**src/rtl/dmem_resp_pkg.sv**
```systemverilog
// Shared types and helpers for the wait-state data-memory responder.
// Holds the FSM state enum, default base address and the address translator.
package dmem_resp_pkg;

  typedef enum logic [1:0] {
    IDLE,
    WAIT,
    RESP
  } state_t;

  localparam logic [31:0] DEFAULT_BASE = 32'h10010000;
  localparam int CNT_W = 4;
  localparam int IDX_W_MAX = 10;

  // Returns {err, raw word index}; the index is not masked to depth so callers
  // can narrow it to their own array size.
  function automatic logic [IDX_W_MAX:0] dmemTranslate(
    input logic [31:0] addr,
    input logic [31:0] base,
    input int unsigned depth
  );
    logic [31:0] off;
    logic [31:0] lim;
    logic err;
    off = addr - base;
    lim = depth << 2;
    err = (off[1:0] != 2'b00) || (off >= lim);
    return {err, off[IDX_W_MAX+1:2]};
  endfunction

endpackage

```
**src/rtl/dmem_word_array.sv**
```systemverilog
// DEPTH_WORDS x 32 storage: synchronous write, synchronous clear, combinational read.
module dmem_word_array #(
  parameter int unsigned DEPTH_WORDS = 32,
  parameter int IDX_W = $clog2(DEPTH_WORDS)
) (
  input  logic             i_clk,
  input  logic             i_rst,
  input  logic             i_we,
  input  logic [IDX_W-1:0] i_widx,
  input  logic [31:0]      i_wdata,
  input  logic [IDX_W-1:0] i_ridx,
  output logic [31:0]      o_rdata
);

  logic [31:0] r_mem [DEPTH_WORDS];

  always_ff @(posedge i_clk) begin
    if (i_rst) begin
      for (int i = 0; i < int'(DEPTH_WORDS); i++) begin
        r_mem[i] <= '0;
      end
    end else if (i_we) begin
      r_mem[i_widx] <= i_wdata;
    end
  end

  assign o_rdata = r_mem[i_ridx];

endmodule

```
**src/rtl/dmem_wait_responder.sv**
```systemverilog
// Memory-side responder for the CPU data bus: MARS byte address translation,
// configurable wait states, ready handshake and out-of-range/misalignment flags.
module dmem_wait_responder
  import dmem_resp_pkg::*;
#(
  parameter logic [31:0] BASE_ADDR   = DEFAULT_BASE,
  parameter int unsigned DEPTH_WORDS = 32,
  parameter int unsigned WAIT_CYCLES = 2
) (
  input  logic        i_clk,
  input  logic        i_rst,
  input  logic        i_ena,
  input  logic        i_wena,
  input  logic [31:0] i_addr,
  input  logic [31:0] i_data_in,
  output logic [31:0] o_data_out,
  output logic        o_ready,
  output logic        o_addr_err,
  output logic        o_busy
);

  localparam int IDX_W = $clog2(DEPTH_WORDS);
  localparam logic [CNT_W-1:0] WAIT_LD = CNT_W'(WAIT_CYCLES);
  localparam logic [IDX_W_MAX-1:0] IDX_MASK = IDX_W_MAX'(DEPTH_WORDS - 1);

  state_t           r_state;
  logic [CNT_W-1:0] r_cnt;
  logic             r_wena;
  logic             r_err;
  logic [IDX_W-1:0] r_idx;
  logic [31:0]      r_data;

  logic [IDX_W_MAX:0]   w_xlat;
  logic [IDX_W_MAX-1:0] w_rawIdx;
  logic                 w_reqErr;
  logic [IDX_W-1:0]     w_reqIdx;
  logic                 w_selErr;
  logic                 w_selWena;
  logic [IDX_W-1:0]     w_ridx;
  logic [31:0]          w_rdata;
  logic                 w_enterResp;
  logic                 w_we;

  // Index bits above the array size can only be set when the offset is already
  // out of range, so folding them into the error keeps every bit meaningful.
  assign w_xlat   = dmemTranslate(i_addr, BASE_ADDR, DEPTH_WORDS);
  assign w_rawIdx = w_xlat[IDX_W_MAX-1:0];
  assign w_reqErr = w_xlat[IDX_W_MAX] | (|(w_rawIdx & ~IDX_MASK));
  assign w_reqIdx = w_rawIdx[IDX_W-1:0];

  // With zero wait states the response is formed straight from the request.
  assign w_selErr    = (r_state == IDLE) ? w_reqErr : r_err;
  assign w_selWena   = (r_state == IDLE) ? i_wena   : r_wena;
  assign w_ridx      = (r_state == IDLE) ? w_reqIdx : r_idx;
  assign w_enterResp = ((r_state == IDLE) && i_ena && (WAIT_CYCLES == 0)) ||
                       ((r_state == WAIT) && (r_cnt == CNT_W'(1)));
  assign w_we        = (r_state == RESP) && r_wena && !r_err;

  dmem_word_array #(
    .DEPTH_WORDS(DEPTH_WORDS),
    .IDX_W      (IDX_W)
  ) u_array (
    .i_clk  (i_clk),
    .i_rst  (i_rst),
    .i_we   (w_we),
    .i_widx (r_idx),
    .i_wdata(r_data),
    .i_ridx (w_ridx),
    .o_rdata(w_rdata)
  );

  always_ff @(posedge i_clk) begin
    if (i_rst) begin
      r_state    <= IDLE;
      r_cnt      <= '0;
      r_wena     <= 1'b0;
      r_err      <= 1'b0;
      r_idx      <= '0;
      r_data     <= '0;
      o_data_out <= '0;
      o_ready    <= 1'b0;
      o_addr_err <= 1'b0;
      o_busy     <= 1'b0;
    end else begin
      o_ready    <= 1'b0;
      o_addr_err <= 1'b0;
      case (r_state)
        IDLE: begin
          if (i_ena) begin
            r_wena  <= i_wena;
            r_err   <= w_reqErr;
            r_idx   <= w_reqIdx;
            r_data  <= i_data_in;
            r_cnt   <= WAIT_LD;
            r_state <= (WAIT_CYCLES > 0) ? WAIT : RESP;
            o_busy  <= 1'b1;
          end
        end
        WAIT: begin
          r_cnt <= r_cnt - 1'b1;
          if (r_cnt == CNT_W'(1)) begin
            r_state <= RESP;
          end
        end
        RESP: begin
          r_state <= IDLE;
          o_busy  <= 1'b0;
        end
        default: begin
          r_state <= IDLE;
          o_busy  <= 1'b0;
        end
      endcase
      if (w_enterResp) begin
        o_ready    <= 1'b1;
        o_addr_err <= w_selErr;
        if (w_selErr) begin
          o_data_out <= '0;
        end else if (!w_selWena) begin
          o_data_out <= w_rdata;
        end
      end
    end
  end

endmodule

```
**config.mk**
```make
export PLATFORM = sky130hd
export DESIGN_NAME = dmem_wait_responder
export DESIGN_NICKNAME = d
export VERILOG_FILES = /design/src/rtl/dmem_resp_pkg.sv /design/src/rtl/dmem_word_array.sv /design/src/rtl/dmem_wait_responder.sv
export SDC_FILE = /design/constraint.sdc
export NUM_CORES = 2
export LEC_CHECK = 0
export CORE_ASPECT_RATIO = 0.5
export CORE_MARGIN = 2
export CORE_UTILIZATION = 55
export CTS_BUF_LIST = sky130_fd_sc_hd__clkbuf_8
export DETAILED_ROUTE_END_ITERATION = 10
export GPL_ROUTABILITY_DRIVEN = 1
export HOLD_SLACK_MARGIN = 0.15
export PLACE_DENSITY = 0.72
export SETUP_SLACK_MARGIN = 0.2
export SYNTH_ARGS = -nofsm -noshare
export SYNTH_HDL_FRONTEND = slang
export SYNTH_SLANG_ARGS = --single-unit
```
**constraint.sdc**
```tcl
create_clock -name i_clk -period 5.3 [get_ports i_clk]
set_input_delay 0.795 -clock i_clk [delete_from_list [all_inputs] [get_ports i_clk]]
set_output_delay 0.795 -clock i_clk [all_outputs]
set_load 0.005 [all_outputs]
```
==> reports/metrics.yaml <==
setup_path:
  setup.worst_path.start_class: "flip-flop"
  critPathMaxFanout: 23
  worst_ep_required_time_ns: 6.07
  critical_path_class: "flip-flop to flip-flop"
  worstPathArrival_ns: 4.93
  end_kind: "flip-flop"
die:
  die-area_um2: 99140
  rows: 80
  io-pin-count: 103
  die_h_um: 223.6
  die_width_um: 443.3
  start_util_pct: 55.57
  fp.coreArea_um2: 95490
global_routing:
  grt_max_degree: 156
  grt_first_pass_wirelength_um: 235100
  grt_usage_pct: 32.03
  antenna_found_initial: 18
  grt_pass1_vias: 36327
  overflow: 0
sta:
  max_freq_ghz: 0.2402
  slew_violations: 0
  hold_viol_final: 0
  period_minus_slack_ns: 4.164
  skew_ns: 0.03722
  tightest_slew_ns: 1.485
  slew_headroom_pct: 0.8864
  finalSetupViolCount: 0
  finalCritPeriodShare_pct: 78.57
  rsz0062_at_grt: "no"
  setup-tns-final_ns: 0
logic_synthesis:
  synth_top_family_by_area: "simple AND/OR/NAND/NOR gates"
  synthAdderAreaFrac_pct: 0.04716
  synth-compound-area-share_pct: 11.35
  synth_simple_gate_area_share_pct: 20.18
  synth_seq_area_share_pct: 60.96
  synthMuxAreaShare_pct: 3.662
  synth_cell_type_count: 57
  synthFlopType: "edfxtp_1"
  synth-async-reset-ratio_pct: 0
  synth_top_cell_by_area: "edfxtp_1"
  postSynthCellCount: 4406
  synth_edf_count: 1024
  ys_ff_latch: 1104
  synthTopCellsByArea: "edfxtp_1 58%, and2_1 12%, mux2i_1 3.6%, a211oi_1 3.6%, o211ai_1 3.6%"
  synth-xor-area-share_pct: 0.01650
  syn_avg_cell_area_um2: 12.04
  syn-cell-area_um2: 53070
  synth_nets: 4476
  synth_top_cell_area_share_pct: 57.94
  ys_warn_count: 0
power:
  worst_ir_drop_vdd_mv: 0.1577
  p_seq_share_pct: 54.4
  combPwrFrac_pct: 10.3
  power.internal_w: 0.01344
  p_clk_share_pct: 35.3
  p_leak_nw: 20.99
  powerDensity_nw_per_um2: 315.9
  fin_total_pwr_w: 0.01833
  p_sw_w: 0.004885
  sw_frac_of_total_pct: 26.65
clock_tree:
  clk_pin_slew_worst_paths_ns: 0.07
  cts_setup_buffers: 0
  cts_max_level: 4
  numClockSinks: 1104
  insertion_delay_ns: 0.87
  cts_root_buffer: "clkbuf_8"
  cts_resized: 0
  cts_made_buffers: 159
  hold_buffers: 0
  clockBufferDepth: 3
  cts_tree: "built"
worst_hold_path:
  hold_path_class: "flip-flop to flip-flop"
final_layout:
  multiInputGateArea_um2: 18880
  layout-drive-gt1-share_pct: 9.483
  regArea_um2: 32350
  syn_to_final_growth_pct: 9.318
  nNetsFinal: 4414
  final_common_cell: "and2_1"
  fill_cells: 7438
  layout_common_cells: "1025 x and2_1, 1024 x edfxtp_1, 281 x nand2_1"
drt:
  first_pass_iters: 8
  vias: 37205
  totalWireLength_um: 160200
  final_antenna_net_count: 0
  via_per_inst: 6.477
  wire_per_inst_um: 27.89
  drtIter0Drc: 5139
  drc: 0
flow_run:
  cap_violations: 0
run_status:
  outcome: "complete, no violations"
place:
  port_buffers: 102
  place_congestion: 0.8529
  dp_hpwl_um: 90030
-- layout make-up --
| type | instances | share of cell area, % |
|---|---|---|
| flip-flops and latches | 1104 | 55.77 |
| clock inverters | 108 | 0.7398 |
| clock buffers | 180 | 4.270 |
| inverters | 4 | 0.02588 |
| diodes | 2 | 0.008627 |
| multi-input cells | 2831 | 32.54 |
| repair buffers | 244 | 3.897 |
| well taps | 1271 | 2.741 |
-- final timing paths --
kind / start / endpoint / slack, ns / depth (start not counted)
setup / recovery: r_state[1] / o_data_out[26] / 1.14 / 8
setup reg to reg: r_state[1] / o_data_out[26] / 1.14 / 8
hold reg to reg: r_data[2] / r_data[2] / 0.46 / 2
hold / removal: r_data[2] / r_data[2] / 0.46 / 2
-- layer usage --
metal / vias up / share of wire, % / track usage (%)
met2: 2292 / 43 / 46.58
li1: 16034 / - / -
met4: 6 / 2.7 / 11.21
met3: 308 / 14 / 9.315
met1: 18565 / 40 / 45.99
met5: - / 0.022 / 0
-- state kept, by name (all words and copies together), names as in the netlist --
| signal | count |
|---|---|
| r_data | 32 |
| r_wena | 1 |
| o_busy | 1 |
| r_state | 2 |
| r_cnt | 4 |
| o_data_out | 32 |
| r_err | 1 |
| o_addr_err | 1 |
| o_ready | 1 |
| r_idx | 5 |
| u_array.r_mem | 1024 |
-- through the flow --
stage	instances	setup WS, ns	hold WS, ns	area (um^2)	utilization (%)
after global routing	5743	0.9796	0.4805	58010	60.75
after CTS	5742	1.273	0.4546	58010	60.75
after global placement	5454	0.9787	0.4432	55100	57.70
after floorplan	4406	2.389	0.4368	53070	-
final	5744	1.136	0.4600	58010	60.75
after detailed placement	5454	0.9337	0.4537	55100	57.70
-- power by group through the flow --
stage / registers, W / clock network (W) / logic (W)
detailed placement: 0.0102 / 0 / 0.00183
floorplan: 0.0100 / 0 / 0.00115
finish: 0.00998 / 0.00646 / 0.00188
global route: 0.0100 / 0.00682 / 0.00198
CTS: 0.00997 / 0.00645 / 0.00184
global placement: 0.0101 / 0 / 0.00181
-- cell families (layout without fill, tap and decap cells) --
kind of cell,Yosys count,after routing
buffers and inverters,471,536
flip-flops,1104,1104
AND/OR/NAND/NOR,1836,1836
XOR/XNOR,1,1
multiplexers,194,194
other,0,2
adder cells (fa/ha/maj),2,2
AO/OA/AOI/OAI,798,798
-- worst max-delay path, cell delays in order (launching register included) --
cell      delay (ns)
dfxtp_1         0.77
or2_0           0.67
o21a_2          0.79
buf_4           0.37
buf_4           0.17
a211oi_1        0.04
o41ai_1         0.49
nand2_1         0.44
o31ai_1         0.34
-- synthesized netlist by cell type, types with 2 or more instances --
master,n
and2_1,1026
edfxtp_1,1024
clkbuf_1,325
nand2_1,281
a211oi_1,257
o211ai_1,257
and3_1,256
mux2i_1,193
nand2b_1,164
buf_2,96
dfxtp_1,80
a21oi_1,72
a32oi_1,64
o41ai_1,63
nor2_1,43
or2_2,33
a41oi_1,32
o31ai_1,32
buf_4,26
buf_1,9
clkbuf_2,9
nor4_1,5
inv_1,4
nand3_1,3
nor2b_1,3
o21a_1,3
or2b_1,3
a21boi_0,2
a21oi_2,2
buf_6,2
ha_1,2
nand4_1,2
nor2_2,2
nor3_1,2
nor3b_1,2
nor4b_1,2
o21ai_0,2
o21ai_1,2
o21ai_2,2
or4b_2,2
Power figures use the tool's default switching activity.
